==> config.mk <==
export PLATFORM = sky130hd
export DESIGN_NAME = drr_cp_config_master
export DESIGN_NICKNAME = d
export VERILOG_FILES = /design/src/rtl/drr_cp_pkg.sv /design/src/rtl/cp_timeout_counter.sv /design/src/rtl/drr_cp_config_master.sv
export SDC_FILE = /design/constraint.sdc
export NUM_CORES = 1
export LEC_CHECK = 0
export CAP_MARGIN = 20
export CORE_ASPECT_RATIO = 1.25
export CORE_MARGIN = 1.5
export CORE_UTILIZATION = 47
export DETAILED_ROUTE_END_ITERATION = 8
export PLACE_DENSITY = 0.81
export SKIP_CTS_REPAIR_TIMING = 1
export SLEW_MARGIN = 20
export SYNTH_ARGS = -nofsm -noshare
export SYNTH_HDL_FRONTEND = slang
export SYNTH_SLANG_ARGS = --single-unit
==> constraint.sdc <==
create_clock -name clk_cp -period 2.5 [get_ports clk_cp]
set_input_delay 0.5 -clock clk_cp [delete_from_list [all_inputs] [get_ports clk_cp]]
set_output_delay 0.5 -clock clk_cp [all_outputs]
set_load 0.005 [all_outputs]
==> src/rtl/drr_cp_pkg.sv <==
// Shared definitions for the DRR control-plane configuration master:
// widths, response-word field offsets, FSM encoding, error codes and
// the response unpack helper.
package drr_cp_pkg;

   localparam int CP_ID_WIDTH        = 8;
   localparam int CP_ID_LENGHT       = 160;
   localparam int CP_WRITE_WIDTH     = 8;
   localparam int CP_ROUND_WIDTH     = 11;
   localparam int CP_COUNTER_WIDTH   = 17;
   localparam int CP_CPU_OUT_WIDTH   = CP_ROUND_WIDTH + 2 * CP_COUNTER_WIDTH;
   localparam int CP_TIMEOUT_CYCLES  = 16;

   // Field offsets inside cpu_rsp_val: {round, config_weight, weight}
   localparam int RSP_WEIGHT_LSB     = 0;
   localparam int RSP_CFG_LSB        = CP_COUNTER_WIDTH;
   localparam int RSP_ROUND_LSB      = 2 * CP_COUNTER_WIDTH;

   typedef enum logic [1:0] {
      CP_IDLE  = 2'd0,
      CP_ISSUE = 2'd1,
      CP_WAIT  = 2'd2,
      CP_DONE  = 2'd3
   } cp_state_e;

   localparam logic [1:0] ERR_OK       = 2'd0;
   localparam logic [1:0] ERR_RANGE    = 2'd1;
   localparam logic [1:0] ERR_TIMEOUT  = 2'd2;
   localparam logic [1:0] ERR_MISMATCH = 2'd3;

   typedef struct packed {
      logic [CP_ROUND_WIDTH-1:0]   round;
      logic [CP_COUNTER_WIDTH-1:0] cfg_weight;
      logic [CP_COUNTER_WIDTH-1:0] weight;
   } cp_rsp_t;

   // Split a raw responder word into its three fields.
   function automatic cp_rsp_t cp_unpack_rsp(input logic [CP_CPU_OUT_WIDTH-1:0] v);
      cp_rsp_t r;
      r.round      = v[RSP_ROUND_LSB  +: CP_ROUND_WIDTH];
      r.cfg_weight = v[RSP_CFG_LSB    +: CP_COUNTER_WIDTH];
      r.weight     = v[RSP_WEIGHT_LSB +: CP_COUNTER_WIDTH];
      return r;
   endfunction

endpackage

==> src/rtl/cp_timeout_counter.sv <==
// Response timeout counter. Cleared while a transaction is issued,
// counts the cycles spent waiting, saturates at LIMIT-1. expire fires
// on the enabled cycle whose increment reaches LIMIT-1, so the caller
// leaves WAIT exactly LIMIT cycles after the ISSUE cycle.
module cp_timeout_counter #(
   parameter int LIMIT = 16
) (
   input  logic clk_cp,
   input  logic rst,
   input  logic clear,
   input  logic enable,
   output logic expire
);

   localparam int CW = (LIMIT > 2) ? $clog2(LIMIT) : 1;

   logic [CW-1:0] count;

   // Saturating wait-cycle counter; clear has priority over enable.
   always_ff @(posedge clk_cp or negedge rst) begin
      if (!rst) begin
         count <= '0;
      end else if (clear) begin
         count <= '0;
      end else if (enable && (count != CW'(LIMIT - 1))) begin
         count <= count + 1'b1;
      end
   end

   assign expire = enable && (count == CW'(LIMIT - 2));

endmodule

==> src/rtl/drr_cp_config_master.sv <==
// Control-plane initiator for the DRR rank calculator CPU port. Splits a
// host burst (read or write over a contiguous flow-ID range) into single
// transactions, one outstanding at a time, checks each echoed response
// and returns the unpacked fields to the host.
//
// Handshakes:
//   host cmd : a command transfers on a rising clk_cp edge where
//              cmd_valid && cmd_ready; cmd_ready is high only in IDLE and
//              all cmd_* fields are captured on that edge.
//   cpu port : cpu_valid is a one-cycle strobe with no back-pressure; the
//              responder answers once with cpu_rsp_valid and the echoed
//              index, which is only honoured while in WAIT.
//   results  : rd_valid and done are one-cycle pulses with no ready.
module drr_cp_config_master
   import drr_cp_pkg::*;
#(
   parameter int ID_WIDTH        = drr_cp_pkg::CP_ID_WIDTH,
   parameter int ID_LENGHT       = drr_cp_pkg::CP_ID_LENGHT,
   parameter int CPU_WRITE_WIDTH = drr_cp_pkg::CP_WRITE_WIDTH,
   parameter int ROUND_WIDTH     = drr_cp_pkg::CP_ROUND_WIDTH,
   parameter int COUNTER_WIDTH   = drr_cp_pkg::CP_COUNTER_WIDTH,
   parameter int CPU_OUT_WIDTH   = drr_cp_pkg::CP_CPU_OUT_WIDTH,
   parameter int TIMEOUT_CYCLES  = drr_cp_pkg::CP_TIMEOUT_CYCLES
) (
   input  logic                       clk_cp,
   input  logic                       rst,
   // host command
   input  logic                       cmd_valid,
   output logic                       cmd_ready,
   input  logic                       cmd_write,
   input  logic [ID_WIDTH-1:0]        cmd_base,
   input  logic [ID_WIDTH-1:0]        cmd_count,
   input  logic [CPU_WRITE_WIDTH-1:0] cmd_wdata,
   // rank calculator CPU port
   output logic                       cpu_valid,
   output logic [ID_WIDTH-1:0]        cpu_index,
   output logic                       cpu_write_sig,
   output logic                       cpu_read_sig,
   output logic [CPU_WRITE_WIDTH-1:0] cpu_config_write,
   input  logic                       cpu_rsp_valid,
   input  logic [ID_WIDTH-1:0]        cpu_rsp_index,
   input  logic [CPU_OUT_WIDTH-1:0]   cpu_rsp_val,
   // results to host
   output logic                       rd_valid,
   output logic [ID_WIDTH-1:0]        rd_index,
   output logic [ROUND_WIDTH-1:0]     rd_round,
   output logic [COUNTER_WIDTH-1:0]   rd_cfg_weight,
   output logic [COUNTER_WIDTH-1:0]   rd_weight,
   output logic                       done,
   output logic [1:0]                 err,
   // current FSM state, for observation only
   output cp_state_e                  dbg_state
);

   cp_state_e                  state;
   logic [ID_WIDTH-1:0]        cur_id;
   logic [ID_WIDTH:0]          remaining;
   logic                       is_write;
   logic [CPU_WRITE_WIDTH-1:0] wdata;

   logic [ID_WIDTH:0]          cmd_end;
   logic                       range_bad;
   logic                       rsp_match;
   logic                       tmo_clear;
   logic                       tmo_enable;
   logic                       tmo_expire;
   cp_rsp_t                    rsp;

   // One past the last ID of the burst, computed one bit wider so a base
   // near the top of the ID space cannot wrap past the limit check.
   assign cmd_end   = {1'b0, cmd_base} + {1'b0, cmd_count};
   assign range_bad = (cmd_count == '0) || (cmd_end > (ID_WIDTH + 1)'(ID_LENGHT));
   assign rsp_match = (cpu_rsp_index == cur_id);
   assign rsp       = cp_unpack_rsp(cpu_rsp_val);

   assign cmd_ready = (state == CP_IDLE);
   assign dbg_state = state;

   assign tmo_clear  = (state == CP_ISSUE);
   assign tmo_enable = (state == CP_WAIT);

   cp_timeout_counter #(
      .LIMIT (TIMEOUT_CYCLES)
   ) u_timeout (
      .clk_cp (clk_cp),
      .rst    (rst),
      .clear  (tmo_clear),
      .enable (tmo_enable),
      .expire (tmo_expire)
   );

   // Burst sequencer: state, burst bookkeeping and every registered output.
   always_ff @(posedge clk_cp or negedge rst) begin
      if (!rst) begin
         state            <= CP_IDLE;
         cur_id           <= '0;
         remaining        <= '0;
         is_write         <= 1'b0;
         wdata            <= '0;
         cpu_valid        <= 1'b0;
         cpu_index        <= '0;
         cpu_write_sig    <= 1'b0;
         cpu_read_sig     <= 1'b0;
         cpu_config_write <= '0;
         rd_valid         <= 1'b0;
         rd_index         <= '0;
         rd_round         <= '0;
         rd_cfg_weight    <= '0;
         rd_weight        <= '0;
         done             <= 1'b0;
         err              <= ERR_OK;
      end else begin
         // Strobes and pulses default low; only the transitions below raise them.
         cpu_valid        <= 1'b0;
         cpu_write_sig    <= 1'b0;
         cpu_read_sig     <= 1'b0;
         cpu_config_write <= '0;
         rd_valid         <= 1'b0;
         done             <= 1'b0;
         err              <= ERR_OK;

         case (state)
            CP_IDLE: begin
               if (cmd_valid) begin
                  cur_id    <= cmd_base;
                  remaining <= {1'b0, cmd_count};
                  is_write  <= cmd_write;
                  wdata     <= cmd_wdata;
                  if (range_bad) begin
                     state <= CP_DONE;
                     done  <= 1'b1;
                     err   <= ERR_RANGE;
                  end else begin
                     state            <= CP_ISSUE;
                     cpu_valid        <= 1'b1;
                     cpu_index        <= cmd_base;
                     cpu_write_sig    <= cmd_write;
                     cpu_read_sig     <= !cmd_write;
                     cpu_config_write <= cmd_write ? cmd_wdata : '0;
                  end
               end
            end

            CP_ISSUE: begin
               state <= CP_WAIT;
            end

            CP_WAIT: begin
               // A response beats the timeout when both land together.
               if (cpu_rsp_valid) begin
                  if (rsp_match) begin
                     rd_valid      <= 1'b1;
                     rd_index      <= cur_id;
                     rd_round      <= rsp.round;
                     rd_cfg_weight <= rsp.cfg_weight;
                     rd_weight     <= rsp.weight;
                     cur_id        <= cur_id + 1'b1;
                     remaining     <= remaining - 1'b1;
                     if (remaining == (ID_WIDTH + 1)'(1)) begin
                        state <= CP_DONE;
                        done  <= 1'b1;
                        err   <= ERR_OK;
                     end else begin
                        state            <= CP_ISSUE;
                        cpu_valid        <= 1'b1;
                        cpu_index        <= cur_id + 1'b1;
                        cpu_write_sig    <= is_write;
                        cpu_read_sig     <= !is_write;
                        cpu_config_write <= is_write ? wdata : '0;
                     end
                  end else begin
                     state <= CP_DONE;
                     done  <= 1'b1;
                     err   <= ERR_MISMATCH;
                  end
               end else if (tmo_expire) begin
                  state <= CP_DONE;
                  done  <= 1'b1;
                  err   <= ERR_TIMEOUT;
               end
            end

            CP_DONE: begin
               state <= CP_IDLE;
            end

            default: begin
               state <= CP_IDLE;
            end
         endcase
      end
   end

endmodule

==> flow_summary.json <==
{
  "outcome": "complete, but fails checks",
  "failed_checks": "setup timing",
  "core_um2": 10500,
  "power.share.clock": 0.236,
  "overflow": 0,
  "crit_arrival_ns": 2.90,
  "io_pins": 161,
  "critPathLaunch": "cmd_count[0]",
  "drive_gt1_frac": 0.229,
  "rows": 42,
  "cts.sink_count": 108,
  "synth_area_um2": 5020,
  "dieArea_um2": 11300,
  "syn_nets": 516,
  "ir_drop_uv": 540,
  "drt-initial-drc-count": 161,
  "stdcell_count": 743,
  "critical_path_required_ns": 2.78,
  "cts_buffer_depth": 2,
  "layout_setup_ws_ns": -0.121,
  "r2r_start": "remaining[4]$_DFFE_PN0P_",
  "grt_max_degree": 55,
  "path_class": "primary input to flop",
  "reg2reg_setup_slack_ns": 0.24,
  "ys.flop_type": "dfrtp_1",
  "p_int_mw": 4.37,
  "drv_cap": 0,
  "swShare": 0.317,
  "syn_inst": 420,
  "htreeDepth": 3,
  "start_kind": "primary input",
  "hold_violations": 0,
  "p_leak_nw": 3.36,
  "timing.rr.end": "cpu_config_write[3]$_DFF_PN0_",
  "synth-seq-cells": 108,
  "grt_pass1_vias": 4021,
  "tightest_slew_ns": 0.721,
  "io_buffer_count": 160,
  "cts_buffers": 9,
  "critical_path.slowest_cell": "fa_2",
  "path_clk_slew_ns": 0.07,
  "dp_hpwl_mm": 9.20,
  "setup_viol": 16,
  "tns_ns": -1.39,
  "max_slew_margin": 0.518,
  "drt-total-wl_mm": 12.2,
  "rsz0062_at_grt": "true",
  "grt_pass1_wl_mm": 19.2,
  "ant_nets": 0,
  "die_h_um": 119,
  "avgSynthCellArea_um2": 11.9,
  "worstSetupEndpointType": "flop",
  "crit_fanout": 8,
  "seq_area_frac_synth": 0.539,
  "timing.fmax_mhz": 381,
  "drc": 0,
  "diodes": 0,
  "path_delay_family": "compound AO/OA/AOI/OAI gates",
  "wl_per_cell_um": 16.4,
  "totalPowerFinal_mw": 6.40,
  "dr.pass1.iters": 4,
  "path_cells": "buf_6, ha_4, fa_2, a211oi_4, o31ai_4, a21o_1, a221oi_4, o211ai_4, buf_6, nor2_4, a22o_1",
  "clock-skew-final_ns": 0.00864,
  "cts_root_buffer": "clkbuf_16",
  "via_per_inst": 5.31,
  "critPathMostFrequentCell": "buf_6",
  "r2r_cells": 8,
  "antenna_found_initial": 0,
  "combPwrFrac": 0.354,
  "chipWidth_um": 95.4,
  "clkLatencyLatePin_ns": 0.35,
  "hold_ws_ns": 0.143,
  "async_flop_share": 1.00,
  "worstPathBufferInverterCount": 2,
  "powerDensity_nw_per_um2": 864,
  "worstHoldPathType": "primary input to async pin",
  "cp.depth": 11,
  "syn2layout_area_growth_pct": 47.7,
  "start_util": 0.477,
  "final_net_count": 703,
  "power.switching_mw": 2.03,
  "synth-edff-count": 0,
  "vias": 3948,
  "finalCritPeriodShare": 1.05,
  "dp.cells": 727,
  "cts_tree": "done",
  "p_seq_frac": 0.410,
  "track_usage": 0.221,
  "crit_path_end": "cpu_config_write[3]$_DFF_PN0_",
  "min_period_ns": 2.62,
  "place.gp.congestion": 0.912,
  "synth_cell_types": 46,
  "synth_warnings": 0,
  "maxSlewViolCount": 0,
  "cp_slowest_stage_delay_ns": 0.42
}
[how the worst min path moves through the flow]
stage / start / endpoint / slack [ns]
3_3_place_gp: is_write$_DFFE_PN0P_ / cpu_read_sig$_DFF_PN0_ / 0.43
6_report: rst / rd_cfg_weight[3]$_DFFE_PN0P_ / 0.14
5_1_grt: rst / rd_weight[9]$_DFFE_PN0P_ / 0.18
4_1_cts: rst / rd_weight[9]$_DFFE_PN0P_ / 0.16
3_5_place_dp: is_write$_DFFE_PN0P_ / cpu_read_sig$_DFF_PN0_ / 0.45
2_1_floorplan: rst / cpu_config_write[0]$_DFF_PN0_ / 0.20
[power by group through the flow]
| stage | registers, mW | clock network, mW | logic, mW |
|---|---|---|---|
| 3_3_place_gp | 2.61 | 0 | 2.18 |
| 2_1_floorplan | 2.53 | 0 | 1.27 |
| 6_report | 2.62 | 1.51 | 2.27 |
| 3_5_place_dp | 2.64 | 0 | 2.25 |
| 4_1_cts | 2.62 | 1.54 | 2.26 |
| 5_1_grt | 2.69 | 1.62 | 2.49 |
[registers in the layout (all words and copies together) (netlist names), 2 cells and up]
name	count
cur_id	8
rd_round	11
cpu_index	8
u_timeout.count	4
rd_index	8
err	2
wdata	8
remaining	9
cpu_config_write	8
rd_cfg_weight	17
rd_weight	17
dbg_state	2
[through the flow]
step / cell area, um2 / util / setup WS, ns
after floorplan: 5030 / - / -0.133
after global placement: 7000 / 0.666 / -0.690
after detailed placement: 7000 / 0.666 / -0.803
after CTS: 7310 / 0.696 / -0.439
after global routing: 7410 / 0.705 / -0.181
final: 7410 / 0.705 / -0.121
[cell type report]
class	count	area, um2
multi-input cells	282	2270
repair buffers	195	1920
inverters	11	41.3
well taps	132	165
clock buffers	10	229
clock inverters	5	86.3
fillers	756	3100
flip-flops and latches	108	2700
[cell usage after synthesis (2+ instances only)]
master / number / area [um2]
nand3_1: 12 / 60.1
o21a_1: 2 / 15.0
nand2_1: 37 / 139
inv_1: 11 / 41.3
or3_1: 3 / 18.8
xor2_1: 7 / 61.3
mux2_2: 61 / 687
and3_1: 5 / 31.3
nor3_1: 8 / 40.0
clkbuf_1: 9 / 33.8
nor2_1: 21 / 78.8
or2_2: 2 / 12.5
nor3b_1: 2 / 15.0
o211ai_1: 2 / 15.0
a22o_1: 8 / 70.1
dfrtp_1: 108 / 2700
a21oi_1: 26 / 130
a31oi_1: 3 / 18.8
nor4_1: 3 / 18.8
a211oi_1: 2 / 15.0
nand4_1: 3 / 18.8
o21ai_0: 19 / 95.1
mux2_4: 7 / 105
buf_2: 10 / 50.1
ha_1: 13 / 163
o22ai_1: 3 / 18.8
xnor2_1: 10 / 87.6
mux2i_1: 4 / 40.0
o32ai_1: 2 / 17.5
[routing by layer]
layer	wire length (um)	up-vias	GRT usage	part of all wire
li1	-	1870	-	-
met1	4780	1911	0.262	0.39
met2	6270	140	0.379	0.52
met3	732	27	0.0528	0.060
met4	399	0	0.0873	0.033
met5	0	-	0	0
[layout by cell type, fill, tap and decap left out, drive strengths merged, types with 8 or more instances in the layout]
cell type      instances
a21oi                 26
a22o                   8
buf                   38
clkbuf                10
clkdlybuf4s50        149
dfrtp                108
dlymetal6s2s           8
ha                    13
inv                   12
mux2                  68
nand2                 38
nand3                 12
nor2                  22
nor3                   8
o21ai                 19
xnor2                 10
[cells by family (layout without fill, tap and decap cells)]
logic type,Yosys count,in the layout,synth area share
flops,108,108,0.539
simple gates,102,102,0.0988
compound gates,77,77,0.106
mux,72,72,0.166
buf+inv,30,221,0.0249
xor+xnor,17,17,0.0297
fa+ha+maj,14,14,0.0364
Note: power is estimated with default switching activity, not from simulation.
